## src/rtl/riscv_fetch_unit_pkg.sv

```systemverilog
// ---------------------------------------------------------------------------
// riscv_fetch_unit_pkg
// Shared constants for the RV32I instruction-fetch stage: data width, the
// canonical NOP encoding, default reset PC / queue depth, and a PC alignment
// helper.
// ---------------------------------------------------------------------------
package riscv_fetch_unit_pkg;

    localparam int          XLEN         = 32;
    localparam logic [31:0] RV_NOP       = 32'h0000_0013;  // addi x0, x0, 0
    localparam logic [31:0] RESET_PC_DEF = 32'h0000_0000;
    localparam int          FQ_DEPTH_DEF = 3;

    // Instruction fetches are always word aligned; low two bits are dropped.
    function automatic logic [XLEN-1:0] word_align(input logic [XLEN-1:0] a);
        return {a[XLEN-1:2], 2'b00};
    endfunction

endpackage

```

## src/rtl/riscv_fetch_queue.sv

```systemverilog
// ---------------------------------------------------------------------------
// riscv_fetch_queue
// In-order circular buffer of DEPTH {pc, inst, ready} entries.
// An entry is allocated when its memory request is granted and is marked
// ready when its response returns. Responses return in request order, so
// the not-ready entries always form a contiguous run ending at the tail and
// the oldest not-ready entry is tracked with its own pointer (fill_q).
//
// Ports:
//   i_clk, i_rstn         clock, asynchronous active-low reset
//   alloc_i, alloc_pc_i   allocate tail entry with this PC (ignored if full)
//   fill_i, fill_data_i   write data into oldest not-ready entry, mark ready
//   pop_i                 drop head entry (ignored unless head is ready)
//   flush_i               invalidate every entry; overrides alloc/fill/pop
//   head_valid_o          head entry exists and holds returned data
//   head_pc_o             PC of head entry
//   head_inst_o           head instruction, NOP when head is not valid
//   count_o               number of allocated entries
//   nrdy_o                number of allocated entries still awaiting data
// ---------------------------------------------------------------------------
module riscv_fetch_queue
    import riscv_fetch_unit_pkg::*;
#(
    parameter int DEPTH = FQ_DEPTH_DEF
) (
    input  logic                        i_clk,
    input  logic                        i_rstn,
    input  logic                        alloc_i,
    input  logic [XLEN-1:0]             alloc_pc_i,
    input  logic                        fill_i,
    input  logic [XLEN-1:0]             fill_data_i,
    input  logic                        pop_i,
    input  logic                        flush_i,
    output logic                        head_valid_o,
    output logic [XLEN-1:0]             head_pc_o,
    output logic [XLEN-1:0]             head_inst_o,
    output logic [$clog2(DEPTH+1)-1:0]  count_o,
    output logic [$clog2(DEPTH+1)-1:0]  nrdy_o
);

    localparam int CW = $clog2(DEPTH + 1);
    localparam int PW = (DEPTH > 1) ? $clog2(DEPTH) : 1;

    logic [XLEN-1:0] pc_q   [DEPTH];
    logic [XLEN-1:0] inst_q [DEPTH];
    logic            rdy_q  [DEPTH];
    logic [PW-1:0]   head_q, tail_q, fill_q;
    logic [CW-1:0]   count_q, nrdy_q;

    logic alloc_en, fill_en, pop_en;

    // Pointer increment with wrap; DEPTH need not be a power of two.
    function automatic logic [PW-1:0] ptr_inc(input logic [PW-1:0] p);
        return (p == PW'(DEPTH - 1)) ? '0 : p + PW'(1);
    endfunction

    assign head_valid_o = (count_q != '0) && rdy_q[head_q];
    assign head_pc_o    = pc_q[head_q];
    assign head_inst_o  = head_valid_o ? inst_q[head_q] : RV_NOP;
    assign count_o      = count_q;
    assign nrdy_o       = nrdy_q;

    // Guards keep the buffer consistent even if a caller misbehaves.
    assign alloc_en = alloc_i && (count_q != CW'(DEPTH));
    assign fill_en  = fill_i && (nrdy_q != '0);
    assign pop_en   = pop_i && head_valid_o;

    always_ff @(posedge i_clk or negedge i_rstn) begin
        if (!i_rstn) begin
            head_q  <= '0;
            tail_q  <= '0;
            fill_q  <= '0;
            count_q <= '0;
            nrdy_q  <= '0;
            for (int i = 0; i < DEPTH; i++) begin
                pc_q[i]   <= '0;
                inst_q[i] <= RV_NOP;
                rdy_q[i]  <= 1'b0;
            end
        end else if (flush_i) begin
            head_q  <= '0;
            tail_q  <= '0;
            fill_q  <= '0;
            count_q <= '0;
            nrdy_q  <= '0;
            for (int i = 0; i < DEPTH; i++) begin
                rdy_q[i] <= 1'b0;
            end
        end else begin
            // tail, fill and head never alias when their enables are set:
            // alloc needs a free slot, fill targets a not-ready entry, pop a ready one.
            if (alloc_en) begin
                pc_q[tail_q]  <= alloc_pc_i;
                rdy_q[tail_q] <= 1'b0;
                tail_q        <= ptr_inc(tail_q);
            end
            if (fill_en) begin
                inst_q[fill_q] <= fill_data_i;
                rdy_q[fill_q]  <= 1'b1;
                fill_q         <= ptr_inc(fill_q);
            end
            if (pop_en) begin
                head_q <= ptr_inc(head_q);
            end
            count_q <= count_q + CW'(alloc_en) - CW'(pop_en);
            nrdy_q  <= nrdy_q + CW'(alloc_en) - CW'(fill_en);
        end
    end

endmodule

```

## src/rtl/riscv_fetch_unit.sv

```systemverilog
// ---------------------------------------------------------------------------
// riscv_fetch_unit
// RV32I instruction-fetch stage. Owns the PC, issues in-order instruction
// memory requests, buffers responses in riscv_fetch_queue and presents the
// oldest returned instruction to IF/ID. Redirects flush the queue; responses
// for requests already in flight at a redirect are counted in kill_q and
// dropped when they return.
//
// Memory handshake: a request transfers in any cycle where o_imem_req and
// i_imem_gnt are both high; o_imem_req/o_imem_addr depend only on registered
// state. Each transferred request produces exactly one i_imem_rvalid pulse
// in a later cycle, in request order.
//
// Ports:
//   i_clk, i_rstn               clock, asynchronous active-low reset
//   o_imem_req, o_imem_addr     fetch request and word-aligned address
//   i_imem_gnt                  request accepted this cycle
//   i_imem_rvalid, i_imem_rdata response valid and instruction word
//   i_stall                     IF/ID holding; head not consumed
//   i_redirect, i_redirect_pc   flush and restart fetch at new PC
//   o_if_valid                  head instruction valid
//   o_if_pc, o_if_pc4           head PC and head PC + 4
//   o_if_inst                   head instruction (NOP when not valid)
// ---------------------------------------------------------------------------
module riscv_fetch_unit
    import riscv_fetch_unit_pkg::*;
#(
    parameter logic [31:0] RESET_PC = RESET_PC_DEF,
    parameter int          FQ_DEPTH = FQ_DEPTH_DEF
) (
    input  logic            i_clk,
    input  logic            i_rstn,
    output logic            o_imem_req,
    output logic [XLEN-1:0] o_imem_addr,
    input  logic            i_imem_gnt,
    input  logic            i_imem_rvalid,
    input  logic [XLEN-1:0] i_imem_rdata,
    input  logic            i_stall,
    input  logic            i_redirect,
    input  logic [XLEN-1:0] i_redirect_pc,
    output logic            o_if_valid,
    output logic [XLEN-1:0] o_if_pc,
    output logic [XLEN-1:0] o_if_pc4,
    output logic [XLEN-1:0] o_if_inst
);

    localparam int CW = $clog2(FQ_DEPTH + 1);

    logic [XLEN-1:0] pc_q, pc_d;
    logic [CW-1:0]   kill_q, kill_d, kill_sum;
    logic            run_q;          // low during the reset-release cycle
    logic [CW-1:0]   fq_count, fq_nrdy;
    logic [CW:0]     inflight;
    logic            fire, alloc, fill, pop, head_valid;
    logic [XLEN-1:0] head_pc;

    // Allocated entries plus responses still to be discarded may never
    // exceed the queue depth, which also bounds kill_q.
    assign inflight    = {1'b0, fq_count} + {1'b0, kill_q};
    assign o_imem_req  = run_q && (inflight < (CW+1)'(FQ_DEPTH));
    assign o_imem_addr = pc_q;

    assign fire  = o_imem_req && i_imem_gnt;
    assign alloc = fire && !i_redirect;
    assign fill  = i_imem_rvalid && (kill_q == '0) && !i_redirect;
    assign pop   = head_valid && !i_stall && !i_redirect;

    // On redirect every not-yet-returned request, including one granted in
    // this very cycle, becomes stale; a response arriving now retires one.
    assign kill_sum = kill_q + fq_nrdy + CW'(fire);

    always_comb begin
        pc_d   = pc_q;
        kill_d = kill_q;
        if (i_redirect) begin
            pc_d   = word_align(i_redirect_pc);
            kill_d = (i_imem_rvalid && (kill_sum != '0)) ? kill_sum - CW'(1) : kill_sum;
        end else begin
            if (fire) begin
                pc_d = pc_q + XLEN'(4);
            end
            if (i_imem_rvalid && (kill_q != '0)) begin
                kill_d = kill_q - CW'(1);
            end
        end
    end

    always_ff @(posedge i_clk or negedge i_rstn) begin
        if (!i_rstn) begin
            pc_q   <= RESET_PC;
            kill_q <= '0;
            run_q  <= 1'b0;
        end else begin
            pc_q   <= pc_d;
            kill_q <= kill_d;
            run_q  <= 1'b1;
        end
    end

    riscv_fetch_queue #(
        .DEPTH (FQ_DEPTH)
    ) u_queue (
        .i_clk        (i_clk),
        .i_rstn       (i_rstn),
        .alloc_i      (alloc),
        .alloc_pc_i   (pc_q),
        .fill_i       (fill),
        .fill_data_i  (i_imem_rdata),
        .pop_i        (pop),
        .flush_i      (i_redirect),
        .head_valid_o (head_valid),
        .head_pc_o    (head_pc),
        .head_inst_o  (o_if_inst),
        .count_o      (fq_count),
        .nrdy_o       (fq_nrdy)
    );

    assign o_if_valid = head_valid;
    assign o_if_pc    = head_pc;
    assign o_if_pc4   = head_pc + XLEN'(4);

endmodule

```

## config.mk

```make
export PLATFORM = sky130hd
export DESIGN_NAME = riscv_fetch_unit
export DESIGN_NICKNAME = d
export VERILOG_FILES = /design/src/rtl/riscv_fetch_unit_pkg.sv /design/src/rtl/riscv_fetch_queue.sv /design/src/rtl/riscv_fetch_unit.sv
export SDC_FILE = /design/constraint.sdc
export NUM_CORES = 1
export LEC_CHECK = 0
export CAP_MARGIN = 20
export CORE_MARGIN = 5
export CORE_UTILIZATION = 59
export CTS_BUF_LIST = sky130_fd_sc_hd__clkbuf_4
export DETAILED_ROUTE_END_ITERATION = 10
export PLACE_DENSITY = 0.9
export SYNTH_ARGS = -nofsm -noshare
export SYNTH_HDL_FRONTEND = slang
export SYNTH_SLANG_ARGS = --single-unit
```

## constraint.sdc

```tcl
create_clock -name i_clk -period 8.4 [get_ports i_clk]
set_input_delay 1.26 -clock i_clk [delete_from_list [all_inputs] [get_ports i_clk]]
set_output_delay 1.26 -clock i_clk [all_outputs]
set_load 0.01 [all_outputs]
```

Word-level counts from Yosys, hierarchy flattened
Cells that the tools add are included.
- $add $sub $neg: 14
- $lt $le $gt $ge: 6
- equality and inequality tests: 4
- muxes and demuxes: 40
- bitwise gates (word level): 7
- reductions and logical operators: 29
- operator list (kind ; number):
    $mux 32 ; 9
    $bwmux 96 ; 2
    $bmux 32 s2 ; 2
    $demux 32 s2 ; 2
    $add 32x3->32 const B ; 2
    $mux 2 ; 14
    $reduce_bool 2->1 ; 9
    $logic_and 1x1->1 ; 15
    $mux 3 ; 4
    $ge 3x3->1 const B ; 3
    $not 2->3 ; 3
    $add 2x1->2 ; 3
    $add 2x1->2 const B ; 3
    $eq 2x2->1 const B ; 3
    $lt 3x1->1 const B ; 2
    $demux 1 s2 ; 2
    $mux 1 ; 4
    $reduce_and 2->1 ; 2
    $sub 2x1->2 ; 2
    $sub 2x1->2 const B ; 2
    $add 2x2->3 ; 1
    $and 3x3->3 ; 1
    $lt 3x2->1 const B ; 1
    $not 3->3 ; 1
    other kinds (7) ; 8
- register bits: 240
- logic and storage cells: 117

Depth between registers and ports, before layout
Gate-level depths: netlist of run 1.
- word-level depth: 12
- gate-level depth with buffers: 14
- mapped depth without buffers: 13

Cells and area by module
A second synthesis of run 1 with hierarchy kept.
- cells, all modules: 1008
- area total of the unflattened synthesis: 12105.4 sq um
- modules (own cells, without submodules) (module ; times used ; cells each ; area an instance (sq um) ; seq. area each (sq um)):
    riscv_fetch_queue ; 1 ; 696 ; 9481.6 ; 5141.2
    riscv_fetch_unit ; 1 ; 312 ; 2623.8 ; 825.8

Worst setup path after synthesis of run 1
OpenSTA, ideal clock, no wires.
- path kind: reg-to-output
- start: register u_queue.head_q[1]
- end: output o_if_pc4[28]
- arrival time: 2214 ps
- data required time: 7140 ps
- slack: 4926 ps
- cell stages (with the launch flop): 10
- cell sequence: dfrtp_1 > buf_4 > buf_6 > mux2i_1 > o2bb2ai_1 > ha_1 > nand2_1 > nor4_4 > nand3_1 > xnor2_1
- word-level cells in the longest chain between the ends: 5
- ends and longest elaborated chain (element ; line ; source):
    from (decl) ; riscv_fetch_queue.sv:47 ; logic [PW-1:0] head_q, tail_q, fill_q;
    from (signal assigned) ; riscv_fetch_queue.sv:103 ; head_q <= ptr_inc(head_q);
    $not 2->3 (implied by the code) ; riscv_fetch_queue.sv:58 ; assign head_pc_o = pc_q[head_q];
    $bmux 32 s2 ; riscv_fetch_queue.sv:58 ;
    $mux 32 (implied by the code) (2 in series) ; riscv_fetch_queue.sv:58 ;
    net o_if_pc[3] ; riscv_fetch_unit.sv:42 ; output logic [XLEN-1:0] o_if_pc,
    $add 32x3->32 ; riscv_fetch_unit.sv:120 ; assign o_if_pc4 = head_pc + XLEN'(4);
    to (decl) ; riscv_fetch_unit.sv:43 ; output logic [XLEN-1:0] o_if_pc4,
The timed path passes the listed nets, and every way through them passes these cells. The select of a mux whose other input is x is not followed.

Worst setup path after layout of run 1
- start: register u_queue.head_q[1]
- end: output o_if_pc4[31]
- word-level cells in the longest chain between the ends: 5
- ends and longest elaborated chain (element ; line):
    $not 2->3 (implied by the code) ; riscv_fetch_queue.sv:58
    $bmux 32 s2 ; riscv_fetch_queue.sv:58
    $mux 32 (implied by the code) (2 in series) ; riscv_fetch_queue.sv:58
    $add 32x3->32 ; riscv_fetch_unit.sv:120
Every way passes these cells. The select of a mux whose other input is x is not followed.

==> metrics.md, run 1 <==
| Metric | Value |
|---|---|
| CP max FO | `49` |
| Initial antenna violation count | `1` |
| Clock Tree Root | `clkbuf_4` |
| Slowest-stage cell, CP | `dfrtp_4` |
| Clock share of power | `27.3%` |
| CP cell instances | `and2b_2, buf_4, o2bb2ai_2, nand4_2, or4_4, nor4_2, xor2_1, clkdlybuf4s50_1` |
| Top-area cell type share of the netlist area | `47.9%` |
| Reg-to-reg slack, setup | `4.84 ns` |
| Hold path startpoint | `u_queue.pc_q[68]` |
| Pwr dens | `240 nW/µm²` |
| Post-Syn Instances | `1049` |
| TritonCTS clock tree | `yes` |
| Worst hold path type | `flop to flop` |
| Fin. max-slew vios | `0` |
| Yosys warnings | `0` |
| Avg WL per Cell | `18.8 µm` |
| Post-route cell area | `14500 µm²` |
| Status | `finished clean` |
| Max Buffers Root-to-Sink | `3` |
| Avg Vias per Cell | `5.70` |
| F_max | `166 MHz` |
| GR met1 Demand/Resource | `33.3%` |
| Worst Hold End | `u_queue.pc_q[68]` |
| Slowest stage delay, CP | `0.72 ns` |
| Req. time, crit path | `7.14 ns` |
| Fillers | `1227` |
| Resized cells post-CTS | `0` |
| Seq. cell area | `5820 µm²` |
| Rel. slew slack | `32.7%` |
| Final nets | `1340` |
| Die area | `22600 µm²` |
| Worst slew pin tran | `1.00 ns` |
| Clk sinks | `232` |
| Reg clk slew, reported paths | `0.06 ns` |
| Setup TNS | `0 ns` |
| Dpl hpwl | `19600 µm` |
| Io pins | `200` |
| Die Y | `150 µm` |
| Lkg Pwr | `6.54 nW` |
| Synth unique cells | `48` |
| Worst r2r src | `u_queue.count_o[0]` |
| Synth async-reset ratio | `100%` |
| Detailed Routing Iterations Pass 1 | `5` |
| Sw Ratio | `31.7%` |
| Layout cells sized above 1 | `24.6%` |
| Buf/Inv on CP | `2` |
| Netlist Area Pre-Place | `11600 µm²` |
| Ys flop type | `dfrtp_1` |
| Global-route wire length before repair | `47800 µm` |
| Cts hold-fix bufs | `0` |
| Initial Util | `59.8%` |
| Postcts setup bufs | `0` |
| Delay-heaviest family, CP | `simple AND/OR/NAND/NOR gates` |
| Die W | `150 µm` |
| Psw | `1.10 mW` |
| Levels on crit path | `8` |
| Final Cycle Share | `71.6%` |
| Logic gate share of total power | `30.9%` |
| Met2 Resource Use GR | `44.0%` |
| # rows | `51` |
| Sequential area share after synthesis | `50.0%` |
| Multi-input gate area | `5500 µm²` |
| Critical Path Start Type | `flop` |
| Antenna diodes | `0` |
| Antenna viol nets, final | `0` |
| Gr busiest metal | `met2` |
| Vias post-DR | `8919` |
| Yosys reg bits | `232` |
| Max-cap viol count | `0` |
| P_int | `2.37 mW` |
| Seq pwr share | `41.8%` |
| Hold Crit Depth | `2` |
| GRT Util Overall | `26.4%` |
| Peak VDD IR | `0.142 mV` |
| DRC Markers | `0` |
| Avg Cell Area, Syn | `11.1 µm²` |
| PortBufs | `191` |
| Final Skew | `0.0701 ns` |
| Final WL | `29400 µm` |
| Gr ovfl total | `0` |
| Fin crit period | `6.02 ns` |
| DR iter-0 viols | `555` |
| FF-to-FF End | `u_queue.pc_q[58]` |
| M3 GR Usage | `5.96%` |
| Endpoint class of the critical path | `primary output` |
| Number of synthesized flops with an enable pin | `0` |
| Synth area leader | `dfrtp_1` |
| Insertion delay to the later sink of the worst-skew pair | `0.68 ns` |
| Core Area | `19500 µm²` |
| Final hold violation count | `0` |
| Crit Path Category | `flop to primary output` |
| Placer's final routability congestion estimate | `0.794` |
| Num CTS Buffers | `59` |
| Pin count of the biggest net entering global routing | `113` |
| Post-DP Area | `13700 µm²` |
| Synth top area cells | `dfrtp_1 48%, mux2_2 15%, mux2i_1 5.6%, nand2_1 4.9%, xnor2_1 2.6%` |
| CTS H-tree depth | `2` |
| Reg2Reg Depth | `8` |
| Vias in the first global route | `9575` |
| Synth-to-layout area growth | `24.4%` |
| RSZ-0062 raised after global routing | `no` |
| Final Setup Violations | `0` |
| CP arrival | `4.76 ns` |
per-stage QoR:
| stage | hold WS, ns | worst slack (ns) | cells | total power [mW] | util, % |
|---|---|---|---|---|---|
| 2_1_floorplan | 0.438 | 4.93 | 1054 | 2.03 | - |
| 6_report | 0.464 | 2.38 | 1565 | 3.47 | 74.4 |
| 4_1_cts | 0.468 | 2.29 | 1565 | 3.50 | 74.4 |
| 3_3_place_gp | 0.449 | 3.03 | 1463 | 2.49 | 70.6 |
| 5_1_grt | 0.484 | 2.09 | 1565 | 3.68 | 74.4 |
| 3_5_place_dp | 0.455 | 3.05 | 1463 | 2.54 | 70.6 |
cell usage in the layout (no fill, tap or decap), types with 3 or more instances in the layout:
master / instances
xnor2_1: 35
mux2_2: 159
nor3b_2: 3
nand2b_1: 4
dfrtp_1: 221
ha_1: 9
nand4_2: 3
inv_1: 17
dfstp_2: 9
and3_1: 13
xor2_1: 26
and4_1: 3
clkinv_1: 5
clkbuf_4: 94
and2_1: 6
o21ai_0: 33
o211ai_1: 4
buf_4: 15
conb_1: 7
o2bb2ai_2: 17
nor4_1: 6
a21oi_1: 39
clkdlybuf4s50_1: 189
nand2_1: 153
nand3_1: 22
nor3_1: 10
mux2i_1: 65
o2bb2ai_1: 8
nor2b_1: 3
nor2_1: 80
nand4_1: 11
power by group through the flow:
stage	clock (mW)	combinational (mW)	sequential, mW
floorplan	0	0.601	1.43
global placement	0	1.04	1.45
detailed placement	0	1.07	1.47
CTS	0.966	1.08	1.45
global route	1.03	1.17	1.47
finish	0.947	1.07	1.45
cell families (layout without fill, tap and decap cells):
| group | Yosys count | in the layout | share of synthesized area [%] |
|---|---|---|---|
| buf+inv | 80 | 326 | 3.32 |
| flops | 232 | 232 | 50.0 |
| simple gates | 328 | 328 | 13.0 |
| xor+xnor | 61 | 61 | 4.59 |
| compound gates | 110 | 110 | 6.69 |
| other cells | 2 | 7 | 0.0645 |
| fa+ha+maj | 11 | 11 | 1.31 |
| mux | 225 | 225 | 21.1 |
cell type report:
type | count | share of cell area (%)
flip-flops and latches | 232 | 40.2
clock inverters | 8 | 0.276
well taps | 265 | 2.29
inverters | 18 | 0.466
multi-input cells | 742 | 37.9
clock buffers | 94 | 4.87
repair buffers | 206 | 14.0
synth_stat cells, types with 2 or more instances:
master and count:
a21o_1 2, a21oi_1 39, a31o_2 2, and2_1 6
and3_1 13, and4_1 3, buf_1 3, buf_2 18
buf_4 10, buf_6 3, clkbuf_1 27, conb_1 2
dfrtp_1 223, dfstp_2 9, fa_1 2, ha_1 9
inv_1 17, mux2_2 159, mux2i_1 65, nand2_1 153
nand2b_1 4, nand3_1 22, nand4_1 11, nand4_2 3
nor2_1 80, nor2b_1 3, nor3_1 12, nor3b_1 3
nor4_1 6, nor4_2 2, nor4_4 2, o211ai_1 4
o21ai_0 33, o21ai_1 2, o21bai_1 2, o2bb2ai_1 8
o2bb2ai_2 17, xnor2_1 35, xor2_1 26
how the worst max path moves through the flow:
stage	start	endpoint	slack, ns
after floorplan	u_queue.head_q[1]	o_if_pc4[28]	4.93
after global placement	u_queue.head_q[1]	o_if_pc4[31]	3.03
after detailed placement	u_queue.head_q[1]	o_if_pc4[31]	3.05
after CTS	u_queue.head_q[1]	o_if_pc4[31]	2.29
after global routing	u_queue.head_q[1]	o_if_pc4[31]	2.09
final	u_queue.head_q[1]	o_if_pc4[31]	2.38
routing by layer:
layer / wire length, µm / vias up
li1: - / 4076
met1: 12000 / 4456
met5: 13 / -
met2: 14600 / 315
met3: 1930 / 70
met4: 877 / 2
registers in the layout (all words and copies together), names as in the netlist:
| signal | cells |
|---|---|
| o_imem_addr | 30 |
| run_q | 1 |
| u_queue.head_q | 2 |
| kill_q | 2 |
| u_queue.rdy_q | 3 |
| u_queue.count_o | 2 |
| u_queue.fill_q | 2 |
| u_queue.pc_q | 90 |
| u_queue.tail_q | 2 |
| u_queue.nrdy_o | 2 |
| u_queue.inst_q | 96 |
worst min-delay path, cell delays in order (launching register included):
cell and delay, ns:
dfrtp_1 0.34, nand2_1 0.05, nand2_1 0.05
(Power assumes the default switching activity.)
==> run 2, diff against run 1 <==
--- a/config.mk
+++ b/config.mk
@@ -7,10 +7,10 @@
 export LEC_CHECK = 0
 export CAP_MARGIN = 20
 export CORE_MARGIN = 5
-export CORE_UTILIZATION = 59
+export CORE_UTILIZATION = 50
 export CTS_BUF_LIST = sky130_fd_sc_hd__clkbuf_4
 export DETAILED_ROUTE_END_ITERATION = 10
-export PLACE_DENSITY = 0.9
+export PLACE_DENSITY = 0.81
 export SYNTH_ARGS = -nofsm -noshare
 export SYNTH_HDL_FRONTEND = slang
 export SYNTH_SLANG_ARGS = --single-unit
==> constraint.sdc (replaced) <==
create_clock -name i_clk -period 5.29 [get_ports i_clk]
set_input_delay 0.7935 -clock i_clk [delete_from_list [all_inputs] [get_ports i_clk]]
set_output_delay 0.7935 -clock i_clk [all_outputs]
set_load 0.01 [all_outputs]
==> run 2 against run 1 <==
Net effect:
- critical path type unchanged
- core utilization fell by 10 points
- wire length fell by 0.97%
- clock-buffer cell count rose by 1
- via count fell by 2.9%
- sequential power rose by 59%
- largest cell class unchanged
==> metrics.md, run 2 (synthesized netlist as in run 1, its figures left out) <==
| Metric | Value |
|---|---|
| Worst slew pin tran | `0.980 ns (-0.0244 ns)` |
| Peak VDD IR | `0.193 mV (+36%)` |
| PortBufs | `191 (unchanged)` |
| Critical Path Start Type | `flop` |
| Worst hold path type | `input port to async pin` |
| Slowest stage delay, CP | `0.64 ns (-0.08 ns)` |
| Rel. slew slack | `34.7% (+2.0 points)` |
| Placer's final routability congestion estimate | `0.819 (+3.2%)` |
| TritonCTS clock tree | `yes` |
| Lkg Pwr | `6.56 nW (+0.29%)` |
| Endpoint class of the critical path | `primary output` |
| Detailed Routing Iterations Pass 1 | `5 (unchanged)` |
| Die W | `163 µm (+8.1%)` |
| Vias in the first global route | `9218 (-3.7%)` |
| F_max | `201 MHz` |
| Final hold violation count | `0 (unchanged)` |
| Die area | `26400 µm² (+17%)` |
| Status | `finished clean` |
| Commonest non-fill, non-tap cell in the layout | `dfrtp_1` |
| Psw | `1.72 mW (+56%)` |
| Core Area | `22800 µm² (+17%)` |
| Initial antenna violation count | `3 (+2)` |
| CTS H-tree depth | `2 (unchanged)` |
| Dpl hpwl | `19800 µm (+0.56%)` |
| Logic gate share of total power | `30.5% (-0.4 points)` |
| Cts hold-fix bufs | `0 (unchanged)` |
| Buf/Inv on CP | `2 (unchanged)` |
| Fin crit period | `4.97 ns` |
| Reg-to-reg slack, setup | `2.12 ns (-2.72 ns)` |
| Sw Ratio | `31.1% (-0.61 points)` |
| Gr ovfl total | `0 (unchanged)` |
| DRC Markers | `0 (unchanged)` |
| Seq pwr share | `41.5% (-0.3 points)` |
| RSZ-0062 raised after global routing | `no` |
| Global-route wire length before repair | `47400 µm (-1.0%)` |
| Number of instances in the placed design | `1512 (+3.3%)` |
| CP cell instances | `buf_4, mux2i_1, o21ai_0, nand4b_1, nor4_2, xor2_1, clkdlybuf4s50_1` |
| Req. time, crit path | `4.50 ns (-2.64 ns)` |
| Num CTS Buffers | `58 (-1.7%)` |
| Final Skew | `0.0628 ns (-0.00736 ns)` |
| Final WL | `29100 µm (-0.97%)` |
| Max-cap viol count | `0 (unchanged)` |
| Largest register FFs | `96 (unchanged)` |
| # rows | `55 (+7.8%)` |
| Setup TNS | `0 ns (unchanged)` |
| Most frequent cells in the layout | `221 x dfrtp_1, 189 x clkdlybuf4s50_1, 159 x mux2_2, 153 x nand2_1, 95 x clkbuf_4` |
| Fin. max-slew vios | `0 (unchanged)` |
| Final nets | `1340 (unchanged)` |
| Pwr dens | `380 nW/µm² (+58%)` |
| Vias post-DR | `8662 (-2.9%)` |
| Synth-to-layout area growth | `25.3%` |
| Final Non-Filler Cells | `1613 (+3.1%)` |
| Final Cycle Share | `93.9%` |
| Crit Path Category | `flop to primary output` |
| Fillers | `1792 (+46%)` |
| DR iter-0 viols | `544 (-2.0%)` |
| Finished Core Util | `64.1% (-10 points)` |
| Clock share of power | `28.0% (+0.7 points)` |
| Initial Util | `51.1% (-8.7 points)` |
| Avg WL per Cell | `18.1 µm (-3.9%)` |
| CP arrival | `4.18 ns (-0.58 ns)` |
| Avg Vias per Cell | `5.37 (-5.8%)` |
| Layout cells sized above 1 | `24.8% (+0.17 points)` |
| Reg with most FFs | `u_queue.inst_q` |
| Clk sinks | `232 (unchanged)` |
| Final Setup Violations | `0 (unchanged)` |
| Reg clk slew, reported paths | `0.07 ns (about the same)` |
| P_int | `3.82 mW (+61%)` |
| Antenna viol nets, final | `0 (unchanged)` |
| GRT Util Overall | `22.0% (-4.4 points)` |
| Io pins | `200 (unchanged)` |
| Pin count of the biggest net entering global routing | `130 (+15%)` |
| Insertion delay to the later sink of the worst-skew pair | `0.70 ns (+0.02 ns)` |
| Max Buffers Root-to-Sink | `3 (unchanged)` |
| Die Y | `163 µm (+8.1%)` |
| CP max FO | `39 (-20%)` |
| Clock Tree Root | `clkbuf_4` |
| Delay-heaviest family, CP | `buffers and inverters` |
| Slowest-stage cell, CP | `buf_4` |
run 2: cell types whose count changed in the layout (fill, tap and decap cells not counted):
cell / change
clkinv_1: -3
and2b_2: -1
and2b_4: +1
buf_12: +1
bufinv_16: +1
clkbuf_4: +1
diode_2: +1
inv_2: -1
run 2: stage by stage:
| stage | setup slack, ns | hold WS (ns) | power [mW] | cell area (µm²) |
|---|---|---|---|---|
| 2_1_floorplan | 2.28 | 0.438 | 3.23 | 11700 |
| 3_3_place_gp | 0.877 | 0.449 | 3.97 | 13800 |
| 3_5_place_dp | 0.828 | 0.456 | 4.03 | 13800 |
| 4_1_cts | 0.0830 | 0.223 | 5.60 | 14600 |
| 5_1_grt | 0.0909 | 0.244 | 5.89 | 14600 |
| 6_report | 0.321 | 0.185 | 5.54 | 14600 |
run 2: repair_timing:
action / CTS / global route
buffers inserted: 0 / 0
gates resized for setup: 0 / 1
setup endpoints to repair: 0 / 2
run 2: area by class of cell:
cell class	instances	area, µm²	share of cell area, %
tap	313	392	2.68
timing repair buffer	207	2040	14.0
sequential	232	5820	39.9
clock inverter	5	55.1	0.377
clock buffer	95	713	4.89
multi-input combinational	742	5500	37.7
antenna	1	2.50	0.0171
inverter	18	67.6	0.463
run 2: power groups by stage:
stage / Sequential (mW) / Clock (mW) / Combinational (mW)
after CTS: 2.30 / 1.59 / 1.71
after global routing: 2.34 / 1.69 / 1.86
after global placement: 2.31 / 0 / 1.66
after floorplan: 2.28 / 0 / 0.955
after detailed placement: 2.33 / 0 / 1.70
final: 2.30 / 1.55 / 1.69
run 2: worst reg2reg max path: stages, from the launching register on:
cell,delay (ns)
dfrtp_1,0.42
ha_1,0.22
fa_1,0.35
nor2b_1,0.21
and3_1,0.33
nand2_1,0.27
nor3b_4,0.33
buf_4,0.46
mux2_2,0.41
run 2: path summary, 6_finish.rpt:
kind	start	end	cells past startpoint
setup / recovery	u_queue.head_q[1]	o_if_pc4[31]	7
hold / removal	i_rstn	u_queue.pc_q[77]	1
setup reg to reg	u_queue.count_o[0]	u_queue.pc_q[62]	8
hold reg to reg	u_queue.pc_q[87]	u_queue.pc_q[87]	2
max in group asynchronous	i_rstn	u_queue.inst_q[40]	2
min in group i_clk	u_queue.pc_q[87]	u_queue.pc_q[87]	2
run 2: metal layers:
layer	vias up	wire length (µm)	part of all wire, %	global-route usage, %
met4	4	469	1.6	6.63
met3	37	2110	7.2	6.23
met5	-	26	0.089	0
met1	4312	12400	42	28.0
li1	4064	-	-	-
met2	245	14200	49	36.7
